## config.mk

```make
export PLATFORM = sky130hd
export DESIGN_NAME = div_unit_param
export DESIGN_NICKNAME = d
export VERILOG_FILES = /design/src/rtl/div_unit_param.sv
export SDC_FILE = /design/constraint.sdc
export NUM_CORES = 1
export LEC_CHECK = 0
export CORE_MARGIN = 5
export CORE_UTILIZATION = 40
export CTS_CLUSTER_SIZE = 12
export DETAILED_ROUTE_END_ITERATION = 6
export HOLD_SLACK_MARGIN = 0.03
export PLACE_DENSITY = 0.59
export RECOVER_POWER = 50
export SLEW_MARGIN = 20
export SYNTH_ARGS = -nofsm -noshare
export SYNTH_HDL_FRONTEND = slang
export SYNTH_SLANG_ARGS = --single-unit
```

## constraint.sdc

```tcl
create_clock -name clk -period 4.2 [get_ports clk]
set_clock_uncertainty 0.15 [all_clocks]
set_input_delay 0.42 -clock clk [delete_from_list [all_inputs] [get_ports clk]]
set_output_delay 0.42 -clock clk [all_outputs]
set_load 0.01 [all_outputs]
```

## src/rtl/div_unit_param.sv

```systemverilog
// div_unit_param: iterative radix-2 restoring integer divider for the RV64 M-extension.
// Executes DIV/DIVU/REM/REMU and, when XLEN==64, the W variants DIVW/DIVUW/REMW/REMUW.
// One op is accepted through a valid/ready handshake. Its PRF tag is carried to the result port.
// A zero divisor and signed overflow complete one cycle after accept.
//
// Ports:
//   clk, rst_n        clock (rising edge), asynchronous active-low reset
//   flush_i           kills any in-flight or held op; returns to idle on the next edge
//   div_valid_i       op request; accepted when div_ready_o=1 and funct3_i[2]=1
//   div_ready_o       unit idle and able to accept
//   funct3_i          100 div, 101 divu, 110 rem, 111 remu
//   is_word_i         W variant: operates on bits [31:0], result sign-extended from bit 31
//   dividend_i        rs1
//   divisor_i         rs2
//   tag_i             destination physical-register tag
//   result_valid_o    result presented; held until result_ready_i
//   result_ready_i    writeback consumes the result
//   result_o          quotient or remainder
//   result_tag_o      tag captured at accept
//   busy_o            unit not idle
module div_unit_param #(
  parameter int unsigned XLEN      = 64,
  parameter int unsigned TAG_WIDTH = 6
) (
  input  logic                 clk,
  input  logic                 rst_n,
  input  logic                 flush_i,
  input  logic                 div_valid_i,
  output logic                 div_ready_o,
  input  logic [2:0]           funct3_i,
  input  logic                 is_word_i,
  input  logic [XLEN-1:0]      dividend_i,
  input  logic [XLEN-1:0]      divisor_i,
  input  logic [TAG_WIDTH-1:0] tag_i,
  output logic                 result_valid_o,
  input  logic                 result_ready_i,
  output logic [XLEN-1:0]      result_o,
  output logic [TAG_WIDTH-1:0] result_tag_o,
  output logic                 busy_o
);

  localparam int unsigned CntW   = $clog2(XLEN + 1);
  localparam bit          WordOk = (XLEN == 64);

  typedef enum logic [1:0] {StIdle, StIter, StFix, StDone} state_e;

  function automatic logic [XLEN-1:0] sext32(input logic [XLEN-1:0] x);
    logic [XLEN-1:0] y;
    y = x;
    for (int i = 32; i < XLEN; i++) y[i] = x[31];
    return y;
  endfunction

  function automatic logic [XLEN-1:0] zext32(input logic [XLEN-1:0] x);
    logic [XLEN-1:0] y;
    y = '0;
    y[31:0] = x[31:0];
    return y;
  endfunction

  state_e                 state_q, state_d;
  logic [CntW-1:0]        cnt_q, cnt_d;
  logic [XLEN-1:0]        rem_q, rem_d;
  logic [XLEN-1:0]        quo_q, quo_d;
  logic [XLEN-1:0]        dvs_q, dvs_d;
  logic                   q_neg_q, q_neg_d;
  logic                   r_neg_q, r_neg_d;
  logic                   op_rem_q, op_rem_d;
  logic                   word_q, word_d;
  logic [TAG_WIDTH-1:0]   tag_q, tag_d;
  logic [XLEN-1:0]        result_q, result_d;

  // Operand preparation at accept.
  logic                   word_in, signed_in, accept;
  logic [XLEN-1:0]        a_n, b_n, a_w, a_abs, b_abs, min_n, spec_res;
  logic                   a_neg, b_neg, div_zero, overflow;

  // Iteration datapath.
  logic [XLEN:0]          shifted;
  logic [XLEN-1:0]        sub;
  logic                   ge;

  // Sign fix-up.
  logic [XLEN-1:0]        q_fix, r_fix, fix_res;

  always_comb begin
    word_in   = is_word_i & WordOk;
    signed_in = ~funct3_i[0];
    // Width-N operand, extended to XLEN according to signedness.
    a_n   = word_in ? (signed_in ? sext32(dividend_i) : zext32(dividend_i)) : dividend_i;
    b_n   = word_in ? (signed_in ? sext32(divisor_i) : zext32(divisor_i)) : divisor_i;
    a_w   = word_in ? sext32(dividend_i) : dividend_i;
    a_neg = signed_in & a_n[XLEN-1];
    b_neg = signed_in & b_n[XLEN-1];
    a_abs = a_neg ? -a_n : a_n;
    b_abs = b_neg ? -b_n : b_n;
    min_n = word_in ? ({XLEN{1'b1}} << 31) : {1'b1, {(XLEN-1){1'b0}}};
    div_zero = (b_n == '0);
    overflow = signed_in & (a_n == min_n) & (b_n == {XLEN{1'b1}});
    // Zero divisor: quotient all ones, remainder = dividend. Overflow: quotient = dividend, rem 0.
    if (funct3_i[1]) spec_res = div_zero ? a_w : '0;
    else             spec_res = div_zero ? {XLEN{1'b1}} : a_w;
    accept = (state_q == StIdle) & div_valid_i & funct3_i[2] & ~flush_i;
  end

  always_comb begin
    // The partial remainder stays below the divisor, so XLEN bits hold it between steps;
    // only the shifted value needs the extra bit.
    shifted = {rem_q, quo_q[XLEN-1]};
    ge      = (shifted >= {1'b0, dvs_q});
    sub     = shifted[XLEN-1:0] - dvs_q;
    q_fix   = q_neg_q ? -quo_q : quo_q;
    r_fix   = r_neg_q ? -rem_q : rem_q;
    fix_res = op_rem_q ? r_fix : q_fix;
  end

  always_comb begin
    state_d  = state_q;
    cnt_d    = cnt_q;
    rem_d    = rem_q;
    quo_d    = quo_q;
    dvs_d    = dvs_q;
    q_neg_d  = q_neg_q;
    r_neg_d  = r_neg_q;
    op_rem_d = op_rem_q;
    word_d   = word_q;
    tag_d    = tag_q;
    result_d = result_q;

    unique case (state_q)
      StIdle: begin
        if (accept) begin
          tag_d    = tag_i;
          word_d   = word_in;
          op_rem_d = funct3_i[1];
          if (div_zero | overflow) begin
            result_d = spec_res;
            state_d  = StDone;
          end else begin
            cnt_d   = word_in ? CntW'(32) : CntW'(XLEN);
            rem_d   = '0;
            // W dividends are left-aligned so the step always consumes the MSB.
            quo_d   = word_in ? (a_abs << 32) : a_abs;
            dvs_d   = b_abs;
            q_neg_d = a_neg ^ b_neg;
            r_neg_d = a_neg;
            state_d = StIter;
          end
        end
      end
      StIter: begin
        if (cnt_q == '0) begin
          state_d = StFix;
        end else begin
          rem_d = ge ? sub : shifted[XLEN-1:0];
          quo_d = {quo_q[XLEN-2:0], ge};
          cnt_d = cnt_q - CntW'(1);
        end
      end
      StFix: begin
        result_d = word_q ? sext32(fix_res) : fix_res;
        state_d  = StDone;
      end
      StDone: begin
        if (result_ready_i) state_d = StIdle;
      end
      default: state_d = StIdle;
    endcase

    if (flush_i) state_d = StIdle;
  end

  always_ff @(posedge clk or negedge rst_n) begin
    if (!rst_n) begin
      state_q  <= StIdle;
      cnt_q    <= '0;
      rem_q    <= '0;
      quo_q    <= '0;
      dvs_q    <= '0;
      q_neg_q  <= 1'b0;
      r_neg_q  <= 1'b0;
      op_rem_q <= 1'b0;
      word_q   <= 1'b0;
      tag_q    <= '0;
      result_q <= '0;
    end else begin
      state_q  <= state_d;
      cnt_q    <= cnt_d;
      rem_q    <= rem_d;
      quo_q    <= quo_d;
      dvs_q    <= dvs_d;
      q_neg_q  <= q_neg_d;
      r_neg_q  <= r_neg_d;
      op_rem_q <= op_rem_d;
      word_q   <= word_d;
      tag_q    <= tag_d;
      result_q <= result_d;
    end
  end

  assign div_ready_o    = (state_q == StIdle);
  assign busy_o         = (state_q != StIdle);
  assign result_valid_o = (state_q == StDone);
  assign result_o       = result_q;
  assign result_tag_o   = tag_q;

endmodule

```

==> results.sh, run 1 <==
export IMPL_status="complete, but fails checks"
export IMPL_violations="capacitance limit, slew limit"
export IMPL_slew_viol_final=65
export IMPL_die_w_um=257
export IMPL_synth_avg_cell_area_sq_um=7.53
export IMPL_period_minus_slack_ns=3.98
export IMPL_crit_required_ns=4.49
export IMPL_synth_main_ff_cell="dfrtp_1"
export IMPL_drive_gt1_share_pct=11.5
export IMPL_final_common_cell="o21ai_0"
export IMPL_drtIter0Drc=2596
export IMPL_vdd_drop_max_v=0.000296
export IMPL_rsz0062_at_grt="no"
export IMPL_synth_edf_count=0
export IMPL_synthArstFlopShare_pct=100
export IMPL_wl_per_cell_um=24.0
export IMPL_core_sq_um=60400
export IMPL_worstPathCellList="inv_1 -> ha_1 -> or4b_1 -> or4_4 -> or4_4 -> or3_1 -> o21ai_0 -> xnor2_1 -> o211ai_1 -> buf_4 -> a221oi_1"
export IMPL_yosysTopAreaCell="dfrtp_1"
export IMPL_drt_total_wl_mm=104
export IMPL_tritoncts="done"
export IMPL_r2r_cells=11
export IMPL_io_buffers=215
export IMPL_setup_ws_ns=0.220
export IMPL_met2_usage_pct=47.8
export IMPL_end_kind="register"
export IMPL_ant_nets=0
export IMPL_fillers=5970
export IMPL_drc=0
export IMPL_critPathMaxFanout=5
export IMPL_rows=90
export IMPL_hold_path_class="input port to register"
export IMPL_netlist_area_sq_um=24400
export IMPL_start_kind="register"
export IMPL_hold_viol_final=0
export IMPL_path_common_cell="or4_4"
export IMPL_grt_busiest_layer="met2"
export IMPL_first_pass_iters=6
export IMPL_worst_setup_path_type="register to register"
export IMPL_cap_viol_max_count=1
export IMPL_whs_path_depth=2
export IMPL_use_met3_pct=5.74
export IMPL_worst_slew_pin_slew_ns=1.77
export IMPL_critPathMaxStageDelay_ns=0.52
export IMPL_power_density_nw_per_um2=501
export IMPL_clkSinkCount=275
export IMPL_ys_seq_area_share_pct=28.2
export IMPL_clock_insertion_delay_worst_skew_ns=0.57
export IMPL_antenna_found_initial=3
export IMPL_fmax_mhz=251
export IMPL_synth_top_area_share_pct=28.2
export IMPL_fin_util_pct=49.8
export IMPL_p_leak_uw=0.0129
export IMPL_final_cell_mix="o21ai_0 (382), nand2_1 (349), a21oi_1 (294), nor2_1 (279), dfrtp_1 (273)"
export IMPL_postCtsSetupBuffers=0
export IMPL_clk_path_buf_depth=3
export IMPL_cp_slowest_cell="or3_1"
export IMPL_worstPathArrival_ns=4.27
export IMPL_slew_headroom_pct=-18.3
export IMPL_gp_congestion=1.01
export IMPL_track_usage_pct=30.2
export IMPL_setup_viol=0
export IMPL_grt_pass1_vias=25192
export IMPL_overflow=0
export IMPL_area_growth_pct=23.3
export IMPL_num_vias=26284
export IMPL_io_pins=216
export IMPL_synth_warnings=0
export IMPL_ys_types=94
export IMPL_register_area_sq_um=6880
export IMPL_final_nets=3756
export IMPL_clkSlewWorstSetupHoldPaths_ns=0.06
export IMPL_start_util_pct=40.4
export IMPL_postSynthCellCount=3236
export IMPL_htree_levels=2
export IMPL_met1_usage_pct=42.1
export IMPL_post_place_ws_ns=-0.0589
export IMPL_die_area_sq_um=66000
export IMPL_synth_seq_cells=275
export IMPL_grt_pass1_wl_mm=157
export IMPL_grt_max_degree=112
export IMPL_multi_input_area_sq_um=16000
export IMPL_syn_nets=3455
export IMPL_dieHeight_um=257
export IMPL_numCtsBuffers=36
export IMPL_ys_top_cells_by_area="dfrtp_1 (28%), o21ai_0 (7.8%), a21oi_1 (6.1%)"
export IMPL_clock_root_buffer="clkbuf_16"
export IMPL_period_share_pct=94.8
export IMPL_dp_hpwl_mm=83.9
export IMPL_vias_per_cell=6.05
flip-flops by register name, summed over array words and instances (netlist names):
signal	count
quo_q	64
r_neg_q	1
cnt_q	7
state_q	2
result_tag_o	6
dvs_q	64
result_o	64
word_q	1
q_neg_q	1
rem_q	64
op_rem_q	1
critical path: cells and delay by family (launching register included):
family | cells | cell delay (ns)
flops | 1 | 0.40
xor+xnor | 1 | 0.15
simple gates | 4 | 1.96
compound gates | 3 | 0.68
fa+ha+maj | 1 | 0.19
buf+inv | 2 | 0.33
metal layers:
| metal | share of wire, % | vias up |
|---|---|---|
| li1 | - | 12348 |
| met1 | 44 | 12705 |
| met2 | 45 | 1082 |
| met3 | 8.1 | 149 |
| met4 | 3.4 | 0 |
| met5 | 0 | - |
final timing paths:
check,startpoint,endpoint,slack (ns)
min in group asynchronous,rst_n,rem_q[58],0.37
worst min-delay path,tag_i[5],result_tag_o[5],0.32
max in group asynchronous,rst_n,dvs_q[35],1.29
worst min register to register,result_o[28],result_o[28],0.32
worst max-delay path,quo_q[1],result_o[44],0.22
worst max register to register,quo_q[1],result_o[44],0.22
cell usage after synthesis (7+ instances only):
cell type	instances
o21a_1	14
nand2_1	349
o31ai_1	71
ha_1	75
inv_1	144
mux2i_1	31
or3_1	36
o22ai_1	20
a32oi_1	23
or2_2	20
clkbuf_1	169
and3_1	16
buf_1	16
o21ai_0	382
nand4_1	52
nor3_1	78
a21o_1	39
a31oi_1	30
xor2_1	133
a22oi_1	24
or4_1	26
nor2b_1	12
nor2_1	283
xnor2_1	162
dfrtp_1	275
o41ai_1	36
mux2_2	15
and2_1	11
a221oi_1	20
a221o_1	15
a211oi_1	28
a2111oi_0	7
a21oi_1	295
buf_2	34
a21boi_0	18
nor4_1	51
nand3_1	39
o21bai_1	17
nand2b_1	27
o211ai_1	25
final cells by class:
type / count / share of cell area [%]
Multi-Input combinational cell: 2586 / 53.3
Sequential cell: 275 / 22.9
Timing Repair Buffer: 493 / 14.6
Clock buffer: 53 / 3.55
Tap cell: 782 / 3.26
Inverter: 145 / 1.81
Clock inverter: 10 / 0.495
Antenna cell: 3 / 0.0250
cells by family after synthesis:
| kind of cell | count (synthesis) | synth area share (%) |
|---|---|---|
| muxes | 47 | 2.03 |
| xor gates and xnor gates | 295 | 10.6 |
| buffers and inverters | 375 | 6.25 |
| and+or+nand+nor | 1047 | 20.6 |
| AOI/OAI and AO/OA | 1121 | 28.4 |
| DFF | 275 | 28.2 |
| adders and majority gates | 76 | 3.93 |
stage by stage:
stage               instance area, sq um  hold slack [ns]  TNS, ns  std cells  total power [uW]
CTS                                30100            0.293        0       4344             15100
global placement                   28800            0.313  -0.0769       4280             11700
floorplan                          24400          -0.0256        0       3236              8790
detailed placement                 28800            0.317   -0.783       4280             11800
global route                       30000            0.301        0       4345             16000
finish                             30100            0.317        0       4347             15100
what timing repair did:
action                                 CTS  global route
hold buffers                             1             0
setup endpoints to repair                0             6
endpoints found under the hold margin  107             0
gates resized for setup                  0             4
report_power, final:
part           switching (uW)  internal [uW]
clock                    1260           1950
sequential                823           3370
combinational            4650           3010
Note: power is estimated with default switching activity, not from simulation.
==> run 2: changes to the inputs <==
--- a/config.mk
+++ b/config.mk
@@ -9,6 +9,7 @@
 export CORE_UTILIZATION = 40
 export CTS_CLUSTER_SIZE = 12
 export DETAILED_ROUTE_END_ITERATION = 6
+export GPL_TIMING_DRIVEN = 0
 export HOLD_SLACK_MARGIN = 0.03
 export PLACE_DENSITY = 0.59
 export RECOVER_POWER = 50
==> results.sh, run 2 (same netlist as run 1, synthesis figures left out) <==
export IMPL_status="complete, but fails checks"
export IMPL_violations="capacitance limit, slew limit, setup timing"
export IMPL_vdd_drop_max_v=0.000300
export IMPL_area_growth_pct=20.1
export IMPL_io_pins=216
export IMPL_worst_slew_pin_slew_ns=1.95
export IMPL_tritoncts="done"
export IMPL_rsz0062_at_grt="yes"
export IMPL_final_cell_mix="o21ai_0 (378), nand2_1 (349), a21oi_1 (293), nor2_1 (278), dfrtp_1 (275)"
export IMPL_htree_levels=2
export IMPL_hold_viol_final=0
export IMPL_clkSlewWorstSetupHoldPaths_ns=0.06
export IMPL_grt_pass1_vias=25838
export IMPL_fillers=6107
export IMPL_die_w_um=257
export IMPL_met1_usage_pct=50.7
export IMPL_core_sq_um=60400
export IMPL_final_nets=3718
export IMPL_grt_pass1_wl_mm=178
export IMPL_use_met3_pct=9.88
export IMPL_worst_setup_path_type="input port to register"
export IMPL_start_kind="input port"
export IMPL_worstPathCellList="clkdlybuf4s50_1 -> clkbuf_4 -> inv_1 -> clkbuf_2 -> clkbuf_1 -> clkbuf_1 -> o32ai_1 -> a211oi_1 -> o31ai_1"
export IMPL_clk_path_buf_depth=3
export IMPL_post_place_ws_ns=-2.15
export IMPL_drt_total_wl_mm=124
export IMPL_dieHeight_um=257
export IMPL_die_area_sq_um=66000
export IMPL_clkSinkCount=275
export IMPL_rows=90
export IMPL_fin_util_pct=48.5
export IMPL_critPathBufInv=6
export IMPL_met2_usage_pct=52.6
export IMPL_wl_per_cell_um=28.8
export IMPL_drtIter0Drc=3603
export IMPL_power_density_nw_per_um2=524
export IMPL_period_share_pct=102
export IMPL_slew_viol_final=69
export IMPL_dp_hpwl_mm=99.8
export IMPL_final_common_cell="o21ai_0"
export IMPL_numCtsBuffers=37
export IMPL_setup_viol=9
export IMPL_ant_nets=0
export IMPL_drc=0
export IMPL_grt_busiest_layer="met2"
export IMPL_period_minus_slack_ns=4.30
export IMPL_vias_per_cell=6.41
export IMPL_finalNonFillerCells=4306
export IMPL_critPathMaxStageDelay_ns=0.86
export IMPL_antenna_found_initial=11
export IMPL_track_usage_pct=35.7
export IMPL_dp_cells=4235
export IMPL_setup_ws_ns=-0.103
export IMPL_io_buffers=212
export IMPL_clock_insertion_delay_worst_skew_ns=0.57
export IMPL_hold_path_class="input port to register"
export IMPL_overflow=0
export IMPL_grt_max_degree=84
export IMPL_path_common_cell="clkbuf_1"
export IMPL_first_pass_iters=6
export IMPL_critPathMaxFanout=10
export IMPL_cpLargestDelayFamily="buffers and inverters"
export IMPL_crit_required_ns=4.48
export IMPL_drive_gt1_share_pct=7.67
export IMPL_gp_congestion=1.03
export IMPL_fmax_mhz=232
export IMPL_end_kind="register"
export IMPL_p_leak_uw=0.0122
export IMPL_cap_viol_max_count=1
export IMPL_start_util_pct=40.4
export IMPL_worstPathArrival_ns=4.59
export IMPL_num_vias=27589
export IMPL_cp_slowest_cell="clkbuf_1"
export IMPL_slew_headroom_pct=-29.7
export IMPL_clock_root_buffer="clkbuf_16"
run 2: changes by cell type in the layout (fill, tap and decap cells not counted), sizes merged, moves of 3 or more:
cell           delta
buf             -209
clkbuf          +164
clkdlybuf4s18     +3
clkdlybuf4s50     -8
dlygate4sd3       +5
run 2: through the flow:
step / setup TNS, ns / area [sq um] / power (uW) / hold WS (ns)
after floorplan: 0 / 24400 / 8790 / -0.0256
after global placement: -3057.55 / 27500 / 11700 / 0.314
after detailed placement: -374.35 / 27600 / 11800 / 0.273
after CTS: 0 / 29000 / 15100 / 0.139
after global routing: -0.0604 / 29300 / 16200 / 0.167
final: -0.470 / 29300 / 15400 / 0.173
run 2: worst paths after layout:
path / from / end / slack (ns) / cells after the start
max: is_word_i / quo_q[59] / -0.10 / 9
min: divisor_i[29] / dvs_q[29] / 0.17 / 4
max reg2reg: rem_q[8] / result_o[33] / 0.06 / 10
min reg2reg: result_o[31] / result_o[31] / 0.32 / 1
max in group asynchronous: rst_n / result_o[11] / 0.62 / 4
min in group asynchronous: rst_n / dvs_q[60] / 0.75 / 2
run 2: worst min-delay path, delay by kind of cell:
kind                      cells  cell delay, ns
and+or+nand+nor               1            0.07
buffers and inverters         1            0.17
AOI/OAI and AO/OA             1            0.07
xor gates and xnor gates      1            0.09
run 2: cell type report:
cell class / count / area [sq um] / share of cell area [%]
flip-flops and latches: 275 / 6880 / 23.5
plain buffers: 225 / 1050 / 3.59
clock inverters: 10 / 96.3 / 0.329
clock buffers: 49 / 1060 / 3.63
repair buffers: 229 / 2290 / 7.82
multi-input cells: 2586 / 16400 / 55.9
diodes: 5 / 12.5 / 0.0427
inverters: 145 / 544 / 1.86
well taps: 782 / 978 / 3.34
run 2: power by group:
group,switching (uW),total (uW),internal (uW)
combinational,5240,8070,2840
clock,1320,3150,1830
sequential,765,4140,3370
total,7320,15400,8040
run 2: per-layer routing:
metal | vias up | share of wire [%]
li1 | 12228 | -
met1 | 13520 | 42
met2 | 1619 | 42
met3 | 214 | 12
met4 | 8 | 3.6
met5 | - | 0.044
run 2: repair_timing:
item | in CTS | in global routing
gates resized for setup | 66 | 75
hold endpoints to repair | 68 | 0
pin swaps | 3 | 11
setup buffers | 4 | 7
hold buffers | 1 | 0
endpoints found under the setup margin | 265 | 203
